===== config.mk =====
export PLATFORM = sky130hd
export DESIGN_NAME = osd_cmd_tx
export DESIGN_NICKNAME = d
export VERILOG_FILES = /design/src/rtl/osd_cmd_pkg.sv /design/src/rtl/osd_cmd_tx_slot.sv /design/src/rtl/osd_cmd_tx.sv
export SDC_FILE = /design/constraint.sdc
export NUM_CORES = 1
export LEC_CHECK = 0
export BUFFER_PORTS_ARGS = -buffer_cell sky130_fd_sc_hd__buf_2
export CAP_MARGIN = 20
export CORE_MARGIN = 2
export CORE_UTILIZATION = 45
export CTS_CLUSTER_SIZE = 16
export DETAILED_ROUTE_END_ITERATION = 10
export GPL_TIMING_DRIVEN = 1
export PLACE_DENSITY = 0.83
export SYNTH_ARGS = -nofsm -noshare
export SYNTH_HDL_FRONTEND = slang
export SYNTH_HIERARCHICAL = 1
export SYNTH_SLANG_ARGS = --single-unit

===== constraint.sdc =====
create_clock -name clk_sys -period 7.3 [get_ports clk_sys]
set_input_delay 1.46 -clock clk_sys [delete_from_list [all_inputs] [get_ports clk_sys]]
set_output_delay 1.46 -clock clk_sys [all_outputs]
set_load 0.05 [all_outputs]

===== src/rtl/osd_cmd_pkg.sv =====
// osd_cmd_pkg: shared types and constants for the OSD command bus transmitter.
//   op_e        - high-level request opcode
//   tx_state_e  - transmitter FSM states (PARAM exists only with OSD_TX_PARAM_EN)
//   decode_op   - maps the raw 2-bit request opcode, reserved code 3 -> DISABLE
//   encode_cmd  - builds the command byte for a request
//   clamp_len   - limits a write length to one buffer block
// Optional feature macro: OSD_TX_PARAM_EN (info-window parameter words).
package osd_cmd_pkg;

    typedef enum logic [1:0] {
        OP_DISABLE = 2'd0,
        OP_ENABLE  = 2'd1,
        OP_WRITE   = 2'd2
    } op_e;

    typedef enum logic [2:0] {
        ST_IDLE      = 3'd0,
        ST_SETUP     = 3'd1,
        ST_CMD       = 3'd2,
`ifdef OSD_TX_PARAM_EN
        ST_PARAM     = 3'd3,
`endif
        ST_DATA      = 3'd4,
        ST_DATA_WAIT = 3'd5,
        ST_GAP       = 3'd6
    } tx_state_e;

    localparam logic [7:0] CMD_ENABLE_BASE = 8'h40;
    localparam logic [7:0] CMD_WRITE_BASE  = 8'h20;
    localparam int         INFO_BIT        = 2;
    localparam int         NOSTAT_BIT      = 3;
    localparam int         PARAM_WORDS     = 6;
    localparam int         BLOCK_BYTES     = 256;

    function automatic op_e decode_op(input logic [1:0] raw);
        op_e op;
        case (raw)
            2'd1:    op = OP_ENABLE;
            2'd2:    op = OP_WRITE;
            default: op = OP_DISABLE;
        endcase
        return op;
    endfunction

    function automatic logic [7:0] encode_cmd(input op_e        op,
                                              input logic       info,
                                              input logic       nostat,
                                              input logic [4:0] block);
        logic [7:0] cmd;
        case (op)
            OP_ENABLE: begin
                cmd             = CMD_ENABLE_BASE | 8'h01;
                cmd[INFO_BIT]   = info;
                cmd[NOSTAT_BIT] = nostat;
            end
            OP_WRITE: cmd = CMD_WRITE_BASE | {3'b000, block};
            default:  cmd = CMD_ENABLE_BASE;
        endcase
        return cmd;
    endfunction

    function automatic logic [8:0] clamp_len(input logic [8:0] len);
        return (len > 9'(BLOCK_BYTES)) ? 9'(BLOCK_BYTES) : len;
    endfunction

endpackage


===== src/rtl/osd_cmd_tx_slot.sv =====
// osd_strobe_slot: times one word on the OSD strobe bus.
//   clk_sys, reset  - system clock, synchronous active-high reset
//   start           - begin a slot this edge with 'word'
//   word            - word to present on io_din for the slot
//   io_strobe       - high STB_HIGH cycles, then low STB_LOW cycles
//   io_din          - loaded only on the edge the strobe rises, held otherwise
//   active          - a slot is in progress
//   finished        - last cycle of the low phase; a new start may be issued now
//                     so consecutive words run back to back
module osd_strobe_slot #(
    parameter int STB_HIGH = 1,
    parameter int STB_LOW  = 1
) (
    input  logic        clk_sys,
    input  logic        reset,
    input  logic        start,
    input  logic [15:0] word,
    output logic        io_strobe,
    output logic [15:0] io_din,
    output logic        active,
    output logic        finished
);

    localparam int CNT_MAX = (STB_HIGH > STB_LOW) ? STB_HIGH : STB_LOW;
    localparam int CNT_W   = (CNT_MAX > 1) ? $clog2(CNT_MAX) : 1;
    localparam logic [CNT_W-1:0] HI_LOAD = CNT_W'(STB_HIGH - 1);
    localparam logic [CNT_W-1:0] LO_LOAD = CNT_W'(STB_LOW - 1);

    logic [CNT_W-1:0] cnt;

    // io_strobe doubles as the phase flag: high phase while it is set
    assign finished = active && !io_strobe && (cnt == '0);

    always_ff @(posedge clk_sys) begin
        if (reset) begin
            active    <= 1'b0;
            io_strobe <= 1'b0;
            io_din    <= 16'h0000;
            cnt       <= '0;
        end else if (start) begin
            active    <= 1'b1;
            io_strobe <= 1'b1;
            io_din    <= word;
            cnt       <= HI_LOAD;
        end else if (active) begin
            if (cnt != '0) begin
                cnt <= cnt - 1'b1;
            end else if (io_strobe) begin
                io_strobe <= 1'b0;
                cnt       <= LO_LOAD;
            end else begin
                active <= 1'b0;
            end
        end
    end

endmodule


===== src/rtl/osd_cmd_tx.sv =====
// osd_cmd_tx: MPU-side transmitter for the OSD command bus.
// Accepts one request (DISABLE / ENABLE / WRITE) and frames it as
// io_osd high, command word, parameter or data words, io_osd low for OSD_GAP.
//   clk_sys, reset             - system clock, synchronous active-high reset
//   req_valid/req_ready        - request handshake, req_ready = ~busy
//   req_op/info/nostat/block/len - request fields, latched on acceptance
//   prm_*                      - info-window parameters (used with OSD_TX_PARAM_EN)
//   wr_data/wr_valid/wr_ready  - write byte stream; wr_ready pulses with the strobe
//                                rise that carries the byte
//   io_osd/io_strobe/io_din    - OSD command bus
//   busy                       - acceptance until end of gap
//   done                       - first cycle io_osd is low again
// Optional feature macro: OSD_TX_PARAM_EN. When undefined the prm_* inputs are
// ignored and ENABLE sends only its command word.
module osd_cmd_tx
    import osd_cmd_pkg::*;
#(
    parameter int STB_HIGH = 1,
    parameter int STB_LOW  = 1,
    parameter int OSD_GAP  = 2
) (
    input  logic        clk_sys,
    input  logic        reset,
    input  logic        req_valid,
    output logic        req_ready,
    input  logic [1:0]  req_op,
    input  logic        req_info,
    input  logic        req_nostat,
    input  logic [4:0]  req_block,
    input  logic [8:0]  req_len,
    input  logic [11:0] prm_infox,
    input  logic [11:0] prm_infoy,
    input  logic [5:0]  prm_infow,
    input  logic [5:0]  prm_infoh,
    input  logic [8:0]  prm_osd_color,
    input  logic [15:0] prm_whole_color,
    input  logic [7:0]  wr_data,
    input  logic        wr_valid,
    output logic        wr_ready,
    output logic        io_osd,
    output logic        io_strobe,
    output logic [15:0] io_din,
    output logic        busy,
    output logic        done
);

    localparam int GAP_W = (OSD_GAP > 1) ? $clog2(OSD_GAP) : 1;
    localparam logic [GAP_W-1:0] GAP_LOAD = GAP_W'(OSD_GAP - 1);

    tx_state_e        state;
    op_e              op_q;
    logic [7:0]       cmd_q;
    logic [8:0]       len_q;
    logic [8:0]       dcnt;
    logic [GAP_W-1:0] gap_cnt;

    logic             accept;
    logic             more_data;
    logic             slot_start;
    logic [15:0]      slot_word;
    logic             slot_active;
    logic             slot_fin;
    logic             take_byte;

`ifdef OSD_TX_PARAM_EN
    logic             info_q;
    logic [2:0]       pidx;
    logic [11:0]      infox_q;
    logic [11:0]      infoy_q;
    logic [5:0]       infow_q;
    logic [5:0]       infoh_q;
    logic [8:0]       osd_color_q;
    logic [15:0]      whole_color_q;
    logic             has_param;

    assign has_param = (op_q == OP_ENABLE) && info_q;

    function automatic logic [15:0] param_word(input logic [2:0] idx);
        logic [15:0] w;
        case (idx)
            3'd0:    w = {4'h0, infox_q};
            3'd1:    w = {4'h0, infoy_q};
            3'd2:    w = {10'h000, infow_q};
            3'd3:    w = {10'h000, infoh_q};
            3'd4:    w = {7'h00, osd_color_q};
            default: w = whole_color_q;
        endcase
        return w;
    endfunction
`else
    logic unused_prm;
    assign unused_prm = ^{prm_infox, prm_infoy, prm_infow, prm_infoh,
                          prm_osd_color, prm_whole_color};
`endif

    assign req_ready = ~busy;
    assign accept    = req_valid && (state == ST_IDLE);
    assign more_data = (op_q == OP_WRITE) && (dcnt != len_q);

    // Request capture: data only, no reset needed
    always_ff @(posedge clk_sys) begin
        if (accept) begin
            op_q  <= decode_op(req_op);
            cmd_q <= encode_cmd(decode_op(req_op), req_info, req_nostat, req_block);
            len_q <= clamp_len(req_len);
`ifdef OSD_TX_PARAM_EN
            info_q        <= req_info;
            infox_q       <= prm_infox;
            infoy_q       <= prm_infoy;
            infow_q       <= prm_infow;
            infoh_q       <= prm_infoh;
            osd_color_q   <= prm_osd_color;
            whole_color_q <= prm_whole_color;
`endif
        end
    end

    // Next-word selection: a word starts either when the command slot first
    // opens or on the finishing cycle of the previous word, so slots abut.
    always_comb begin
        slot_start = 1'b0;
        slot_word  = 16'h0000;
        take_byte  = 1'b0;
        case (state)
            ST_CMD: begin
                if (!slot_active) begin
                    slot_start = 1'b1;
                    slot_word  = {8'h00, cmd_q};
`ifdef OSD_TX_PARAM_EN
                end else if (slot_fin && has_param) begin
                    slot_start = 1'b1;
                    slot_word  = param_word(3'd0);
`endif
                end else if (slot_fin && more_data && wr_valid) begin
                    slot_start = 1'b1;
                    slot_word  = {8'h00, wr_data};
                    take_byte  = 1'b1;
                end
            end
`ifdef OSD_TX_PARAM_EN
            ST_PARAM: begin
                if (slot_fin && (pidx != 3'(PARAM_WORDS))) begin
                    slot_start = 1'b1;
                    slot_word  = param_word(pidx);
                end
            end
`endif
            ST_DATA: begin
                if (slot_fin && more_data && wr_valid) begin
                    slot_start = 1'b1;
                    slot_word  = {8'h00, wr_data};
                    take_byte  = 1'b1;
                end
            end
            ST_DATA_WAIT: begin
                if (wr_valid) begin
                    slot_start = 1'b1;
                    slot_word  = {8'h00, wr_data};
                    take_byte  = 1'b1;
                end
            end
            default: ;
        endcase
    end

    // Frame sequencer
    always_ff @(posedge clk_sys) begin
        if (reset) begin
            state    <= ST_IDLE;
            busy     <= 1'b0;
            io_osd   <= 1'b0;
            done     <= 1'b0;
            wr_ready <= 1'b0;
            dcnt     <= 9'd0;
            gap_cnt  <= '0;
`ifdef OSD_TX_PARAM_EN
            pidx     <= 3'd0;
`endif
        end else begin
            done     <= 1'b0;
            wr_ready <= take_byte;
            if (take_byte) begin
                dcnt <= dcnt + 9'd1;
            end
            case (state)
                ST_IDLE: begin
                    if (accept) begin
                        busy  <= 1'b1;
                        dcnt  <= 9'd0;
                        state <= ST_SETUP;
                    end
                end
                ST_SETUP: begin
                    io_osd <= 1'b1;
                    state  <= ST_CMD;
                end
                ST_CMD: begin
                    if (slot_fin) begin
`ifdef OSD_TX_PARAM_EN
                        if (has_param) begin
                            pidx  <= 3'd1;
                            state <= ST_PARAM;
                        end else
`endif
                        if (more_data) begin
                            state <= take_byte ? ST_DATA : ST_DATA_WAIT;
                        end else begin
                            io_osd  <= 1'b0;
                            done    <= 1'b1;
                            gap_cnt <= GAP_LOAD;
                            state   <= ST_GAP;
                        end
                    end
                end
`ifdef OSD_TX_PARAM_EN
                ST_PARAM: begin
                    if (slot_fin) begin
                        if (pidx == 3'(PARAM_WORDS)) begin
                            io_osd  <= 1'b0;
                            done    <= 1'b1;
                            gap_cnt <= GAP_LOAD;
                            state   <= ST_GAP;
                        end else begin
                            pidx <= pidx + 3'd1;
                        end
                    end
                end
`endif
                ST_DATA: begin
                    if (slot_fin) begin
                        if (!more_data) begin
                            io_osd  <= 1'b0;
                            done    <= 1'b1;
                            gap_cnt <= GAP_LOAD;
                            state   <= ST_GAP;
                        end else if (!take_byte) begin
                            state <= ST_DATA_WAIT;
                        end
                    end
                end
                ST_DATA_WAIT: begin
                    if (take_byte) begin
                        state <= ST_DATA;
                    end
                end
                ST_GAP: begin
                    if (gap_cnt == '0) begin
                        busy  <= 1'b0;
                        state <= ST_IDLE;
                    end else begin
                        gap_cnt <= gap_cnt - 1'b1;
                    end
                end
                default: state <= ST_IDLE;
            endcase
        end
    end

    osd_strobe_slot #(
        .STB_HIGH (STB_HIGH),
        .STB_LOW  (STB_LOW)
    ) u_slot (
        .clk_sys   (clk_sys),
        .reset     (reset),
        .start     (slot_start),
        .word      (slot_word),
        .io_strobe (io_strobe),
        .io_din    (io_din),
        .active    (slot_active),
        .finished  (slot_fin)
    );

endmodule


## Word level (Yosys, flattened, before mapping)

Index checks and enable logic that the tools add are counted.

- Memory bits (writable): 0
- Bits in latches: 0
- Word-level logic and storage cells: 107
- ROM bits: 0
- Flip-flop bits (word level): 55
- Input port bits: 91
- Memories: 0
- Output and inout port bits: 22

- Add/subtract/negate cells: 3
- Reduce and logical (&&, ||, !) cells: 20
- Mux-type cells: 45
- Magnitude comparators: 1
- Equal/unequal tests: 20
- Bitwise gates (word level): 4
- Multipliers: 0
- Shift-type cells: 0
- Divide/modulo/power cells: 0

Operators with widths:

| kind | count |
|---|---|
| 9-bit 2-to-1 mux | 3 |
| 8-bit 2-to-1 mux | 3 |
| 8-bit one-hot mux with 3 select lines | 1 |
| 1-bit 2-to-1 mux | 21 |
| 3-bit 2-to-1 mux | 7 |
| 3-bit one-hot mux with 6 select lines | 1 |
| 2-bit != test, second input constant | 7 |
| 7-bit one-hot mux with 2 select lines | 1 |
| 9-bit by 1-bit adder with 9-bit output, second input constant | 1 |
| 3-bit == test, second input constant | 3 |
| 9-bit > comparator, second input constant | 1 |
| 9-bit != test | 1 |
| 3-bit AND reduction | 3 |
| 2-bit nonzero test | 4 |
| 2-bit == test, second input constant | 3 |
| 1-bit logical AND | 6 |
| 1-bit one-hot mux with 2 select lines | 3 |
| 1-bit one-hot mux with 3 select lines | 2 |
| 6-bit AND reduction | 1 |
| 2-bit by 1-bit == test with 1-bit output, second input constant | 2 |
| 2-bit 2-to-1 mux | 2 |
| 1-bit NOT | 4 |
| 2-bit one-hot mux with 2 select lines | 1 |
| 2-bit OR reduction | 2 |
| other kinds (9) | 10 |

## Logic depth before layout (Yosys ltp)

- Depth after elaboration: 12
- Depth in mapped cells: 9
- Mapped depth without buffers: 8

## Modules after synthesis

The synthesis kept the hierarchy.

Modules (own cells, without submodules):

| module | instances | cells each | area each (µm²) | seq. area each (µm²) |
|---|---|---|---|---|
| osd_cmd_tx | 1 | 191 | 1,881.8 | 880.8 |
| osd_strobe_slot | 1 | 60 | 651.9 | 360.3 |

## Worst setup path after synthesis

No wires, ideal clock.

- Path type: input port to flip-flop
- Start: input port req_valid
- End: register dcnt[2]
- Path buffers: 0
- Stages: 5
- Arrival time: 3,191 ps
- Required time: 7,171 ps
- Setup time: 129 ps
- Path slack: 3,980 ps
- Path through: nor4b_2 or2_2 nor2_1 nand4_1 nand2_1

- Longest elaborated chain between the ends: 3

Ends and longest elaborated chain:

| what | RTL line | RTL |
|---|---|---|
| start: declaration | osd_cmd_tx.sv:24 | `input logic req_valid,` |
| 1-bit logical AND | osd_cmd_tx.sv:97 | `assign accept = req_valid && (state == ST_IDLE);` |
| 9-bit 2-to-1 mux | osd_cmd_tx.sv:187 | `if (accept) begin` |
| 9-bit 2-to-1 mux | osd_cmd_tx.sv:185 | `case (state)` |
| end signal: assignment | osd_cmd_tx.sv:183 | `dcnt <= dcnt + 9'd1;` |
| end: declaration | osd_cmd_tx.sv:54 | `logic [8:0] dcnt;` |

No other way between the ends.
A chain may end at the register's enable or synchronous reset.

## Final worst setup path

- Start: input port wr_valid
- End: register u_slot.io_din[0]

- Longest elaborated chain between the ends: 4
- Elaborated cells on any way between the ends: 9
- Classes of those cells: mux (8); reduce/logical (1)

Ends and longest elaborated chain:

| what | RTL line | RTL |
|---|---|---|
| start: declaration | osd_cmd_tx.sv:38 | `input logic wr_valid,` |
| 1-bit logical AND | osd_cmd_tx.sv:134, osd_cmd_tx.sv:149 |  |
| 8-bit 2-to-1 mux | osd_cmd_tx.sv:134, osd_cmd_tx.sv:149 |  |
| 8-bit 2-to-1 mux | osd_cmd_tx.sv:126 | `if (!slot_active) begin` |
| 8-bit one-hot mux with 3 select lines (*) | osd_cmd_tx.sv:124 | `case (state)` |
| net slot_word[0] | osd_cmd_tx.sv:60 | `logic [15:0] slot_word;` |
| end signal: assignment | osd_cmd_tx_slot.sv:43 | `io_din <= word;` |
| end: declaration | osd_cmd_tx_slot.sv:19 | `output logic [15:0] io_din,` |

The timed path passes the listed nets; every way through them passes the cells marked *.

==> impl_metrics.py <==
metrics = {
    "outcome": {
        "status": "completed",
    },
    "place": {
        "io_buffers": 51,
        "dpl.hpwl_mm": 3.58,
        "gp_congestion": 0.807,
        "placed_cell_area_um2": 2860,
    },
    "grt": {
        "grt_use_total_pct": 17.5,
        "grt_antenna_before_repair": 0,
        "grt_pass1_vias": 1887,
        "grt_pass1_wl_mm": 8.60,
        "grt_start_max_net_pins": 36,
        "grt_overflow_total": 0,
    },
    "layout": {
        "diodes": 0,
        "final_nets": 400,
        "syn_to_final_growth_pct": 16.5,
        "drive_above_1_share_pct": 23.5,
        "final_area_um2": 2950,
    },
    "hold_path": {
        "hold_path.class": "flip-flop to flip-flop",
        "min_from": "io_osd",
    },
    "power": {
        "powerDensity_nw_per_um2": 248,
        "irDropWorstVdd_v": 0.000152,
        "p_leak_uw": 0.00118,
    },
    "drt": {
        "top_layer_used": "met4",
        "final_antenna_net_count": 0,
        "drt_first_pass_iters": 5,
        "wl_met3_um": 218,
        "via_count": 2015,
        "drt-initial-drc-count": 91,
        "drc_errors": 0,
        "routedWlPerCell_um": 13.4,
        "wirelength_met1_mm": 2.25,
        "drt-vias-per-instance": 5.32,
        "wl_mm": 5.06,
        "wl_met2_mm": 2.45,
    },
    "clock_tree": {
        "postCtsResizedCells": 0,
        "ctsHoldBuffers": 0,
        "htree_levels": 2,
        "clock_latency_ps": 310,
        "cts_tree": "done",
        "clk_path_buf_depth": 2,
        "root_buffer": "clkbuf_8",
        "clkTransAtPathRegs_ps": 90,
        "cts_buffers": 5,
        "postCtsSetupBuffers": 0,
        "cts_sinks": 53,
    },
    "die": {
        "core_um2": 5470,
        "rows": 27,
        "die_w_um": 79.0,
        "die_h_um": 79.0,
        "initial_core_util_pct": 46.3,
        "ios": 113,
        "die-area_um2": 6250,
    },
    "sta": {
        "grt_setup_unrepaired": "false",
        "slew_viol_final": 0,
        "max_freq_mhz": 340,
        "fin_tns_setup_ps": 0,
        "tightest_slew_ps": 816,
        "fin_crit_ps": 2940,
        "finalHoldViolations": 0,
        "relSlewSlack_pct": 45.2,
        "whs_ps": 485,
        "finalSetupViolations": 0,
        "clock-skew-final_ps": 4.25,
        "fin_crit_sh_pct": 40.3,
    },
    "worst_setup_path": {
        "cp_cell_sequence": "buf_2, nand4b_1, nand2_1, nand3_2, nor2_1, a22o_1, mux2i_1, nor2_1",
        "worstReg2RegEnd": "u_slot/io_din[0]",
        "cp.depth": 8,
        "startpoint": "wr_valid",
        "crit_buf_inv": 1,
        "reg2reg_depth": 8,
        "crit_family": "simple AND/OR/NAND/NOR gates",
        "cp_slowest_stage_delay_ps": 480,
        "r2r_slack_ps": 4810,
        "required_ps": 7540,
        "critPathLaunchType": "primary input",
        "endpoint": "u_slot/io_din[0]",
        "endpoint_kind": "flip-flop",
        "crit_arrival_ps": 3190,
        "critPathMaxFanout": 14,
        "crit_slowest_cell": "nor2_1",
        "critPathMostFrequentCell": "nor2_1",
        "crit_type": "primary input to flip-flop",
        "r2r-start": "u_slot/active",
    },
    "yosys": {
        "synth_flop_cell": "dfxtp_1",
        "synth_top_cells_by_count": "dfxtp_1 (35), nor2_1 (30), edfxtp_1 (18), mux2i_1 (18), nand2_1 (12)",
        "ys_ff_latch": 53,
        "synth_top_area_share_pct": 27.7,
        "synthCells": 251,
        "synth.most_common_cell": "dfxtp_1",
        "netlist_top_cells_area": "dfxtp_1 (28%), edfxtp_1 (21%), mux2i_1 (7.1%), nor2_1 (4.4%), xor2_1 (3.1%)",
        "seq_area_frac_synth_pct": 49.0,
        "synth_largest_area_cell": "dfxtp_1",
        "ys_async_sr_fraction_pct": 0,
        "syn_avg_cell_area_um2": 10.1,
        "synth_area_um2": 2530,
        "ys_warn_count": 6,
        "synthDistinctLibCells": 50,
        "synth-edff-count": 18,
    },
    "run": {
        "max_cap_violations": 0,
    },
}
power by group:
part           internal [uW]  switching (uW)  leakage [uW]  total [uW]
clock network           77.1            93.7     0.0000492         171
registers                345            27.0      0.000461         372
logic                   67.1             121      0.000673         188
cell families after synthesis:
| family | after synthesis | share of synthesized area [%] |
|---|---|---|
| other | 1 | 0.148 |
| flip-flops | 53 | 49.0 |
| buffers and inverters | 22 | 4.59 |
| AND/OR/NAND/NOR | 100 | 21.6 |
| XOR/XNOR | 9 | 3.11 |
| multiplexers | 19 | 7.56 |
| adder cells (fa/ha/maj) | 3 | 1.48 |
| AO/OA/AOI/OAI | 44 | 12.5 |
sequential cells by signal, summed over array words and instances, names as in the netlist:
name	count
dcnt	9
state	3
wr_ready	1
u_slot/io_din	16
done	1
gap_cnt	1
u_slot/active	1
io_osd	1
op_q	2
len_q	9
u_slot/io_strobe	1
busy	1
cmd_q	7
layout by cell type, fill, tap and decap left out, types with 2 or more instances in the layout:
cell type,n
a22oi_1,2
or2_2,2
nand2_1,12
o21ai_0,5
a211oi_1,2
o22ai_1,2
and3_1,4
edfxtp_1,18
o41ai_1,2
o311ai_1,2
a21oi_1,10
a22o_1,7
clkbuf_8,6
and2_1,3
nor4_1,2
nand3_1,8
buf_2,51
or3_1,4
buf_4,2
o211ai_1,2
a221oi_1,2
nor3_1,6
xor2_1,9
or4_1,2
conb_1,8
nor2b_1,10
nor2_1,30
nor4_2,2
nand2b_1,4
mux2i_1,18
nand4_1,4
ha_1,3
dfxtp_1,35
o31ai_1,3
inv_1,10
layer usage:
layer / global-route usage, % / vias to the layer above
met1: 21.7 / 939
met2: 28.3 / 54
met4: 9.48 / 0
li1: - / 1011
met3: 3.75 / 11
met5: 0 / -
metrics by stage:
stage / util (%) / power [uW] / worst slack, ps / instances
final: 54.0 / 731 / 4360 / 379
after global routing: 54.0 / 774 / 4200 / 379
after CTS: 54.0 / 739 / 4370 / 379
after detailed placement: 52.2 / 566 / 4070 / 371
after global placement: 52.2 / 560 / 4160 / 371
after floorplan: - / 524 / 3980 / 258
how the worst min path moves through the flow:
stage / slack (ps) / cells past startpoint / to
floorplan: 450 / 2 / dcnt[8]
global placement: 470 / 2 / dcnt[8]
detailed placement: 470 / 2 / io_osd
CTS: 490 / 2 / io_osd
global route: 520 / 2 / u_slot/io_din[6]
finish: 480 / 2 / io_osd
worst min-delay path, cell delays in order, from the launching register on:
cell and delay (ps):
dfxtp_1 320, o21ai_0 70, a21oi_1 60
layout make-up:
type / instances / area (um2)
clock buffers: 6 / 82.6
clock inverters: 2 / 12.5
fillers: 507 / 2520
inverters: 10 / 37.5
multi-input cells: 183 / 1220
flip-flops and latches: 53 / 1240
well taps: 72 / 90.1
repair buffers: 53 / 270
Power figures use the tool's default switching activity.
